$ cat config.mk
export PLATFORM = sky130hd
export DESIGN_NAME = input_mapper
export DESIGN_NICKNAME = d
export VERILOG_FILES = /design/src/rtl/input_pkg.sv /design/src/rtl/ps2_keymap.sv /design/src/rtl/input_mapper.sv
export SDC_FILE = /design/constraint.sdc
export NUM_CORES = 1
export LEC_CHECK = 0
export CAP_MARGIN = 10
export CORE_ASPECT_RATIO = 1.2
export CORE_MARGIN = 5
export CORE_UTILIZATION = 53
export CTS_BUF_LIST = sky130_fd_sc_hd__clkbuf_4 sky130_fd_sc_hd__clkbuf_8
export CTS_CLUSTER_DIAMETER = 50
export DETAILED_ROUTE_END_ITERATION = 10
export PLACE_DENSITY = 0.82
export SYNTH_ARGS = -nofsm -noshare
export SYNTH_HDL_FRONTEND = slang
export SYNTH_SLANG_ARGS = --single-unit
export TNS_END_PERCENT = 5
$ cat constraint.sdc
create_clock -name clk -period 2.7 [get_ports clk]
set_input_delay 0.27 -clock clk [delete_from_list [all_inputs] [get_ports clk]]
set_output_delay 0.27 -clock clk [all_outputs]
set_load 0.03 [all_outputs]
$ cat src/rtl/input_pkg.sv
// Shared definitions for the arcade input front end: PS/2 scancodes,
// joystick word bit positions and the per-player lane bundle.
package input_pkg;

   // Player 0 keyboard: arrows, Ctrl/Alt/Space, 1, 5, P
   localparam logic [7:0] SC_P0_UP    = 8'h75;
   localparam logic [7:0] SC_P0_DOWN  = 8'h72;
   localparam logic [7:0] SC_P0_LEFT  = 8'h6B;
   localparam logic [7:0] SC_P0_RIGHT = 8'h74;
   localparam logic [7:0] SC_P0_FIRE0 = 8'h14;
   localparam logic [7:0] SC_P0_FIRE1 = 8'h11;
   localparam logic [7:0] SC_P0_FIRE2 = 8'h29;
   localparam logic [7:0] SC_P0_START = 8'h16;
   localparam logic [7:0] SC_P0_COIN  = 8'h2E;
   localparam logic [7:0] SC_PAUSE    = 8'h4D;

   // Player 1 keyboard: R/F/D/G, A/S/Q, 2, 6
   localparam logic [7:0] SC_P1_UP    = 8'h2D;
   localparam logic [7:0] SC_P1_DOWN  = 8'h2B;
   localparam logic [7:0] SC_P1_LEFT  = 8'h23;
   localparam logic [7:0] SC_P1_RIGHT = 8'h34;
   localparam logic [7:0] SC_P1_FIRE0 = 8'h1C;
   localparam logic [7:0] SC_P1_FIRE1 = 8'h1B;
   localparam logic [7:0] SC_P1_FIRE2 = 8'h15;
   localparam logic [7:0] SC_P1_START = 8'h1E;
   localparam logic [7:0] SC_P1_COIN  = 8'h36;

   // Joystick word layout from hps_io
   localparam int JOY_RIGHT = 0;
   localparam int JOY_LEFT  = 1;
   localparam int JOY_DOWN  = 2;
   localparam int JOY_UP    = 3;
   localparam int JOY_FIRE0 = 4;

   function automatic int joy_start(input int nb);
      return JOY_FIRE0 + nb;
   endfunction

   function automatic int joy_coin(input int nb);
      return JOY_FIRE0 + nb + 1;
   endfunction

   function automatic int joy_pause(input int nb);
      return JOY_FIRE0 + nb + 2;
   endfunction

   // Output direction nibble order is {up,down,right,left}
   localparam int DIR_LEFT  = 0;
   localparam int DIR_RIGHT = 1;
   localparam int DIR_DOWN  = 2;
   localparam int DIR_UP    = 3;

   localparam logic [7:0] IOCTL_IDX_GAME = 8'd1;
   localparam logic [7:0] IOCTL_IDX_DIP  = 8'd254;

   typedef struct packed {
      logic [3:0] dir;
      logic [5:0] fire;
      logic       start;
      logic       coin;
      logic       pause;
   } player_in_t;

   typedef enum logic {
      KM_UNPRIMED = 1'b0,
      KM_ARMED    = 1'b1
   } keymap_state_t;

endpackage

$ cat src/rtl/ps2_keymap.sv
// PS/2 key event decoder: turns toggle-framed scancodes into held key flags
// for players 0 and 1.
//
// state       | meaning
// KM_UNPRIMED | first cycle out of reset; capture toggle, never an event
// KM_ARMED    | toggle change = key event, updates the matching flag
module ps2_keymap
   import input_pkg::*;
(
   input  logic        clk,
   input  logic        reset_n,
   input  logic [10:0] i_ps2_key,
   output player_in_t  o_p0,
   output player_in_t  o_p1
);

   keymap_state_t r_state;
   logic          r_old_toggle;
   player_in_t    r_p0;
   player_in_t    r_p1;

   logic       w_toggle;
   logic       w_pressed;
   logic [7:0] w_code;
   logic       w_unused_ext;

   assign w_toggle     = i_ps2_key[10];
   assign w_pressed    = i_ps2_key[9];
   assign w_code       = i_ps2_key[7:0];
   assign w_unused_ext = i_ps2_key[8];

   // Prime on the first cycle, then latch press/release into the key flags
   always_ff @(posedge clk or negedge reset_n) begin
      if (!reset_n) begin
         r_state      <= KM_UNPRIMED;
         r_old_toggle <= 1'b0;
         r_p0         <= '0;
         r_p1         <= '0;
      end else begin
         case (r_state)
            KM_UNPRIMED: begin
               r_state      <= KM_ARMED;
               r_old_toggle <= w_toggle;
            end
            KM_ARMED: begin
               if (w_toggle != r_old_toggle) begin
                  r_old_toggle <= w_toggle;
                  case (w_code)
                     SC_P0_UP:    r_p0.dir[DIR_UP]    <= w_pressed;
                     SC_P0_DOWN:  r_p0.dir[DIR_DOWN]  <= w_pressed;
                     SC_P0_LEFT:  r_p0.dir[DIR_LEFT]  <= w_pressed;
                     SC_P0_RIGHT: r_p0.dir[DIR_RIGHT] <= w_pressed;
                     SC_P0_FIRE0: r_p0.fire[0]        <= w_pressed;
                     SC_P0_FIRE1: r_p0.fire[1]        <= w_pressed;
                     SC_P0_FIRE2: r_p0.fire[2]        <= w_pressed;
                     SC_P0_START: r_p0.start          <= w_pressed;
                     SC_P0_COIN:  r_p0.coin           <= w_pressed;
                     SC_PAUSE:    r_p0.pause          <= w_pressed;
                     SC_P1_UP:    r_p1.dir[DIR_UP]    <= w_pressed;
                     SC_P1_DOWN:  r_p1.dir[DIR_DOWN]  <= w_pressed;
                     SC_P1_LEFT:  r_p1.dir[DIR_LEFT]  <= w_pressed;
                     SC_P1_RIGHT: r_p1.dir[DIR_RIGHT] <= w_pressed;
                     SC_P1_FIRE0: r_p1.fire[0]        <= w_pressed;
                     SC_P1_FIRE1: r_p1.fire[1]        <= w_pressed;
                     SC_P1_FIRE2: r_p1.fire[2]        <= w_pressed;
                     SC_P1_START: r_p1.start          <= w_pressed;
                     SC_P1_COIN:  r_p1.coin           <= w_pressed;
                     default: ;
                  endcase
               end
            end
         endcase
      end
   end

   assign o_p0 = r_p0;
   assign o_p1 = r_p1;

endmodule

$ cat src/rtl/input_mapper.sv
// Player input front end: merges keyboard flags and joystick words into
// registered per-player lanes with coin stretching, autofire, DIP bytes and
// game index capture from ioctl.
module input_mapper
   import input_pkg::*;
#(
   parameter int NUM_PLAYERS   = 2,
   parameter int NUM_BUTTONS   = 3,
   parameter int COIN_PULSE    = 960000,
   parameter int AUTOFIRE_HALF = 1600000,
   parameter int DIP_COUNT     = 8
) (
   input  logic                                   clk,
   input  logic                                   reset_n,
   input  logic [10:0]                            ps2_key,
   input  logic [NUM_PLAYERS*(7+NUM_BUTTONS)-1:0] joystick,
   input  logic [NUM_PLAYERS-1:0]                 autofire_en,
   input  logic                                   ioctl_wr,
   input  logic [7:0]                             ioctl_index,
   input  logic [24:0]                            ioctl_addr,
   input  logic [7:0]                             ioctl_data,
   output logic [NUM_PLAYERS*4-1:0]               dir,
   output logic [NUM_PLAYERS*NUM_BUTTONS-1:0]     fire,
   output logic [NUM_PLAYERS-1:0]                 start,
   output logic [NUM_PLAYERS-1:0]                 coin,
   output logic                                   pause,
   output logic [DIP_COUNT*8-1:0]                 dip,
   output logic [3:0]                             game_index
);

   localparam int JOY_W = 7 + NUM_BUTTONS;
   localparam int CW    = (COIN_PULSE < 2) ? 1 : $clog2(COIN_PULSE);
   localparam int AW    = (AUTOFIRE_HALF < 2) ? 1 : $clog2(AUTOFIRE_HALF);

   // The raw-high cycle itself counts toward the pulse, so load one less
   localparam logic [CW-1:0] COIN_LOAD = (COIN_PULSE == 0) ? '0 : CW'(COIN_PULSE - 1);
   localparam logic [AW-1:0] AF_LAST   = AW'(AUTOFIRE_HALF - 1);

   player_in_t w_kb_p0;
   player_in_t w_kb_p1;
   player_in_t w_kb_sel;
   logic [JOY_W-1:0] w_joy_sel;

   logic [3:0]             w_dir  [NUM_PLAYERS];
   logic [NUM_BUTTONS-1:0] w_fire [NUM_PLAYERS];
   logic [NUM_PLAYERS-1:0] w_start;
   logic [NUM_PLAYERS-1:0] w_coin;
   logic [NUM_PLAYERS-1:0] w_pause;
   logic                   w_dip_we;
   logic                   w_unused_kb;

   logic [CW-1:0]          r_coin_cnt [NUM_PLAYERS];
   logic [NUM_PLAYERS-1:0] r_coin_prev;
   logic [AW-1:0]          r_af_cnt;
   logic                   r_af_phase;

   ps2_keymap u_keymap (
      .clk       (clk),
      .reset_n   (reset_n),
      .i_ps2_key (ps2_key),
      .o_p0      (w_kb_p0),
      .o_p1      (w_kb_p1)
   );

   // Keyboard fire keys beyond NUM_BUTTONS and P1 keys with one player are dropped
   assign w_unused_kb = ^{w_kb_p0.fire, w_kb_p1};

   // Raw lanes: keyboard flag OR joystick bit, autofire gating on button 0
   always_comb begin
      w_kb_sel  = '0;
      w_joy_sel = '0;
      w_dir     = '{default: '0};
      w_fire    = '{default: '0};
      w_start   = '0;
      w_coin    = '0;
      w_pause   = '0;
      for (int p = 0; p < NUM_PLAYERS; p++) begin
         if (p == 0)      w_kb_sel = w_kb_p0;
         else if (p == 1) w_kb_sel = w_kb_p1;
         else             w_kb_sel = '0;
         w_joy_sel = joystick[p*JOY_W +: JOY_W];
         w_dir[p][DIR_UP]    = w_kb_sel.dir[DIR_UP]    | w_joy_sel[JOY_UP];
         w_dir[p][DIR_DOWN]  = w_kb_sel.dir[DIR_DOWN]  | w_joy_sel[JOY_DOWN];
         w_dir[p][DIR_RIGHT] = w_kb_sel.dir[DIR_RIGHT] | w_joy_sel[JOY_RIGHT];
         w_dir[p][DIR_LEFT]  = w_kb_sel.dir[DIR_LEFT]  | w_joy_sel[JOY_LEFT];
         w_fire[p]    = w_kb_sel.fire[NUM_BUTTONS-1:0] | w_joy_sel[JOY_FIRE0 +: NUM_BUTTONS];
         w_fire[p][0] = w_fire[p][0] & (r_af_phase | ~autofire_en[p]);
         w_start[p]   = w_kb_sel.start | w_joy_sel[joy_start(NUM_BUTTONS)];
         w_coin[p]    = w_kb_sel.coin  | w_joy_sel[joy_coin(NUM_BUTTONS)];
         w_pause[p]   = w_kb_sel.pause | w_joy_sel[joy_pause(NUM_BUTTONS)];
      end
   end

   // Register direction, fire, start and global pause lanes
   always_ff @(posedge clk or negedge reset_n) begin
      if (!reset_n) begin
         dir   <= '0;
         fire  <= '0;
         start <= '0;
         pause <= 1'b0;
      end else begin
         for (int p = 0; p < NUM_PLAYERS; p++) begin
            dir[p*4 +: 4]                    <= w_dir[p];
            fire[p*NUM_BUTTONS +: NUM_BUTTONS] <= w_fire[p];
         end
         start <= w_start;
         pause <= |w_pause;
      end
   end

   // Coin stretch: rising raw edge (re)loads the per-player down-counter
   always_ff @(posedge clk or negedge reset_n) begin
      if (!reset_n) begin
         coin        <= '0;
         r_coin_prev <= '0;
         for (int p = 0; p < NUM_PLAYERS; p++) r_coin_cnt[p] <= '0;
      end else begin
         r_coin_prev <= w_coin;
         for (int p = 0; p < NUM_PLAYERS; p++) begin
            if (w_coin[p] && !r_coin_prev[p])
               r_coin_cnt[p] <= COIN_LOAD;
            else if (r_coin_cnt[p] != '0)
               r_coin_cnt[p] <= r_coin_cnt[p] - CW'(1);
            coin[p] <= w_coin[p] | (r_coin_cnt[p] != '0);
         end
      end
   end

   // Shared autofire square wave, phase starts high out of reset
   always_ff @(posedge clk or negedge reset_n) begin
      if (!reset_n) begin
         r_af_cnt   <= '0;
         r_af_phase <= 1'b1;
      end else if (r_af_cnt == AF_LAST) begin
         r_af_cnt   <= '0;
         r_af_phase <= ~r_af_phase;
      end else begin
         r_af_cnt <= r_af_cnt + AW'(1);
      end
   end

   assign w_dip_we = ioctl_wr && (ioctl_index == IOCTL_IDX_DIP) && (ioctl_addr[24:3] == '0);

   // DIP bytes and game variant captured from ioctl writes
   always_ff @(posedge clk or negedge reset_n) begin
      if (!reset_n) begin
         dip        <= '0;
         game_index <= '0;
      end else begin
         for (int i = 0; i < DIP_COUNT; i++) begin
            if (w_dip_we && (ioctl_addr[2:0] == 3'(i)))
               dip[i*8 +: 8] <= ioctl_data;
         end
         if (ioctl_wr && (ioctl_index == IOCTL_IDX_GAME))
            game_index <= ioctl_data[3:0];
      end
   end

endmodule

Yosys cells after proc, flatten, opt, wreduce, memory -nomap -nowiden
Index checks and enable logic that the tools add are counted.
{ "word_totals": {"reg_bits": 172, "output_inout_bits": 87, "word_cells": 148} }
{ "op_classes": {"n_addsub": 3, "eq_ne": 31, "mux": 7, "bitwise": 26, "reduce_logical": 41} }
{ "op_table": {"columns": ["operator", "n"], "rows": [
  ["$mux 20", 4],
  ["$reduce_and 3->1", 19],
  ["$eq 8x5->1 const B", 7],
  ["$eq 8x6->1 const B", 7],
  ["$eq 8x7->1 const B", 5],
  ["$reduce_bool 20->1", 2],
  ["$sub 20x1->20 const B", 2],
  ["$logic_not 22->1", 1],
  ["$add 21x1->21 const B", 1],
  ["$eq 21x21->1 const B", 1],
  ["$mux 21", 1],
  ["$or 1x1->1", 18],
  ["$logic_and 1x1->1", 13],
  ["$eq 3x3->1 const B", 4],
  ["$eq 8x1->1 const B", 1],
  ["$eq 8x8->1 const B", 1],
  ["$eq 3x2->1 const B", 2],
  ["$or 3x3->3", 2],
  ["$not 1->1", 4],
  ["$reduce_bool 2->1", 2],
  ["$eq 3x1->1 const B", 1],
  ["$logic_not 3->1", 1],
  ["$and 1x1->1", 2],
  ["$logic_not 1->1", 2],
  ["other kinds (5)", 5]
]} }

Longest topological paths before layout
{ "depth": {"word_depth": 4, "ltp_mapped": 8} }

Hierarchy
A second synthesis with hierarchy kept.
{ "unflattened": {"hier_cells": 638, "hier_area_um2": 7689.9} }
{ "by_module_without_submodules": {"columns": ["mod", "instances", "cells_each", "area_per_inst_um2", "seq_area_each_um2"], "rows": [
  ["input_mapper", 1, 540, 6585.1, 3779.9],
  ["ps2_keymap", 1, 98, 1104.8, 525.5]
]} }

Least setup slack after synthesis
Ideal clock, no wire load.
{ "synth_timing": {"path_kind": "register to register", "start": "register r_coin_cnt[0] (netlist bit)", "end": "register r_coin_cnt[18] (netlist bit)", "setup_time_ns": 0.079, "arrival_time_ns": 1.949, "required_ns": 2.621, "setup_slack_ns": 0.671, "stages_incl_launch_ff": 8, "n_path_buf": 1, "synth_period_minus_slack_ns": 2.029, "cell_sequence": "dfrtp_1 > inv_1 > ha_1 > or3b_1 > clkbuf_1 > a2111o_1 > nor4_1 > mux2i_1"} }
{ "synth_between": {"elab_chain_len": 3, "elab_cells_between_ends": 5} }
{ "synth_rtl": {"columns": ["element", "line_no", "text"], "rows": [
  ["start, declared", "input_mapper.sv:52", "logic [CW-1:0] r_coin_cnt [NUM_PLAYERS];"],
  ["start signal, assigned by index", "input_mapper.sv:123", "r_coin_cnt[p] <= r_coin_cnt[p] - CW'(1);"],
  ["$sub 20x1->20", "input_mapper.sv:123", null],
  ["$mux 20", "input_mapper.sv:122", "else if (r_coin_cnt[p] != '0)"],
  ["$mux 20", "input_mapper.sv:120", "if (w_coin[p] && !r_coin_prev[p])"]
]} }
Parallel ways exist; a longest one is shown, timed or not. The select of a mux whose other input is x is not followed.
A chain may end at the register's enable or synchronous reset.

Worst setup path after layout
Ends and elaborated chain as after synthesis.

==> impl_metrics.json <==
{
  "finalSetupTns_ps": 0,
  "arrival_ps": 2660,
  "place.gp.congestion": 0.8718,
  "cpLargestDelayFamily": "simple AND/OR/NAND/NOR gates",
  "fin_cells": 1037,
  "vias": 5884,
  "synth_nets": 726,
  "hold_class": "input pin to flop",
  "antennaDiodeCount": 0,
  "drv_slew": 0,
  "synth_warnings": 1,
  "overflow": 0,
  "cts_buffers": 17,
  "place_hpwl_um": 14100,
  "synth_seq_area_share_pct": 53.92,
  "fp.dieH_um": 143.7,
  "viasPerCell": 5.674,
  "async_flop_share_pct": 100.0,
  "multi_input_area_um2": 3477,
  "max_slew.worst_pin.slew_ps": 875.3,
  "dp_cells": 1004,
  "numPortBuffers": 160,
  "max_freq_ghz": 0.4404,
  "grt_antenna_before_repair": 0,
  "wl_per_cell_um": 18.19,
  "track_usage_pct": 22.48,
  "fin_crit_ps": 2270,
  "cts.path.max_buffers": 2,
  "cp_max_fo": 7,
  "timing.max_cap.violations": 0,
  "clkSlewWorstSetupHoldPaths_ps": 90,
  "root_buffer": "clkbuf_8",
  "holdWs_ps": 292.4,
  "dp_slack_ps": 129.8,
  "cts_sinks": 170,
  "grt_max_degree": 76,
  "power.leakage_nw": 4.329,
  "ys_types": 58,
  "final_cell_mix": "dfrtp_1, clkdlybuf4s50_1, mux2_2, nor2_1, nand3_1",
  "synthFlopType": "dfrtp_1",
  "p_per_area_nw_per_um2": 506.3,
  "core.rowCount": 48,
  "criticalPathCategory": "flop to flop",
  "first_pass_iters": 5,
  "drive_gt1_share_pct": 21.86,
  "fillers": 1033,
  "cp.buffers_inverters": 1,
  "final_common_cell": "dfrtp_1",
  "worst_setup_path_start_kind": "flop",
  "pin_count": 164,
  "critPathCapture": "r_coin_cnt[18]",
  "required_ps": 3090,
  "setup_ws_ps": 429.6,
  "ys_ff_latch": 170,
  "synth_edf_count": 0,
  "grt_pass1_vias": 6072,
  "totalWireLength_um": 18870,
  "avgSynthCellArea_um2": 12.26,
  "finalCritPeriodShare_pct": 84.09,
  "final-setup-viol-count": 0,
  "drtAntennaViolNets": 0,
  "crit_cells": 6,
  "synthCells": 644,
  "cts.htree.levels": 4,
  "cts_resized": 0,
  "fin_skew_ps": 12.15,
  "start_util_pct": 54.30,
  "cts_tree": "yes",
  "drtIter0Drc": 378,
  "num-nets-final": 906,
  "clock_latency_ps": 460,
  "core_area_um2": 14530,
  "dieWidth_um": 121.4,
  "syn_to_final_growth_pct": 30.26,
  "seq_area_um2": 4255,
  "status": "finished clean",
  "cp-end-kind": "flop",
  "cp_slowest_cell": "or3b_1",
  "vdd_drop_max_mv": 0.3629,
  "rsz0062_at_grt": "no",
  "startpoint": "r_coin_cnt[0]",
  "cp_cell_sequence": "inv_1 -> ha_1 -> or3b_1 -> a2111o_1 -> nor4_1 -> mux2i_1",
  "synth_area_um2": 7893,
  "rr_endpoint": "r_coin_cnt[18]",
  "grt_pass1_wl_um": 30970,
  "fin_util_pct": 70.74,
  "finalHoldViolations": 0,
  "die-area_um2": 17440,
  "max_slew_margin_pct": 41.52,
  "slowest_delay_ps": 470,
  "ff2ff_path_depth": 6,
  "drcViolationCount": 0,
  "r2r_slack_ps": 430,
  "r2r_start": "r_coin_cnt[0]"
}
-- cell type report --
cell class | count | area share [%]
flip-flops and latches | 170 | 41.39
inverters | 16 | 0.5842
clock buffers | 25 | 3.164
multi-input cells | 438 | 33.82
repair buffers | 181 | 17.27
clock inverters | 7 | 1.339
well taps | 200 | 2.434
-- worst min path at each step --
stage	startpoint	end	slack, ps	depth (start not counted)
after floorplan	reset_n	coin[0]	-30	0
after detailed placement	reset_n	dip[40]	330	1
after global placement	reset_n	dip[40]	320	1
after CTS	ps2_key[10]	u_keymap.r_old_toggle	270	1
after global routing	ps2_key[10]	u_keymap.r_old_toggle	290	1
final	ps2_key[10]	u_keymap.r_old_toggle	290	1
-- logic make-up after synthesis --
logic type	after synthesis	synth area share, %
AOI/OAI and AO/OA	70	5.786
buffers and inverters	36	2.029
DFF	170	53.92
muxes	98	14.93
and+or+nand+nor	247	20.61
adders and majority gates	5	0.7926
other	1	0.04751
xor gates and xnor gates	17	1.886
-- what timing repair did --
item | CTS | global route
hold buffers | 1 | 0
buffers inserted | 0 | 0
endpoints found under the hold margin | 71 | 0
-- sequential cells by signal, summed over array words and instances (netlist names) --
register               flops
fire                       6
r_af_phase                 1
game_index                 4
r_coin_prev                2
coin                       2
pause                      1
u_keymap.o_p1              9
dir                        8
u_keymap.o_p0              9
r_coin_cnt                40
start                      2
r_af_cnt                  21
dip                       64
u_keymap.r_old_toggle      1
-- per-stage QoR --
step,power (mW),instance area (um^2)
finish,5.206,10280
global route,5.392,10280
CTS,5.245,10280
detailed placement,3.204,9808
global placement,3.180,9808
floorplan,2.923,7893
-- cell usage after synthesis (all sizes together) (3+ instances only) --
master   count  area, um^2
xnor2       10       87.58
xor2         7       61.31
clkbuf      13       48.80
mux2i       12       120.1
or2         21       131.4
nor3        20       100.1
nor4        25       299.0
nand3       27       135.1
or3         16       100.1
nand2b       8       50.05
or4         15       127.6
mux2        86        1059
nor4b        6       67.56
dfrtp      169        4229
nand2       17       63.81
nor2        41       153.9
a2111oi      4       35.03
ha           5       62.56
o31ai       15       112.6
nand4       15       123.9
a21oi       22       110.1
or4b         4       40.04
o21ai       13       65.06
and4         5       43.79
inv         16       60.06
nor2b       12       75.07
buf          7       51.30
nor3b        3       22.52
and2         4       25.02
-- power breakdown --
group	internal [mW]	total [mW]	switching (mW)	leakage, nW
Combinational	0.223	0.470	0.247	1.93
Clock	1.16	2.05	0.887	0.236
Sequential	2.61	2.69	0.0754	2.16
-- layer usage --
layer  GRT usage, %  share of wire [%]  vias up
li1               -                  -     2733
met2          40.29                 53      161
met4          7.316                1.8        0
met1          27.40                 41     2960
met3          4.213                4.2       30
met5              0                  0        -
(Power assumes the default switching activity.)
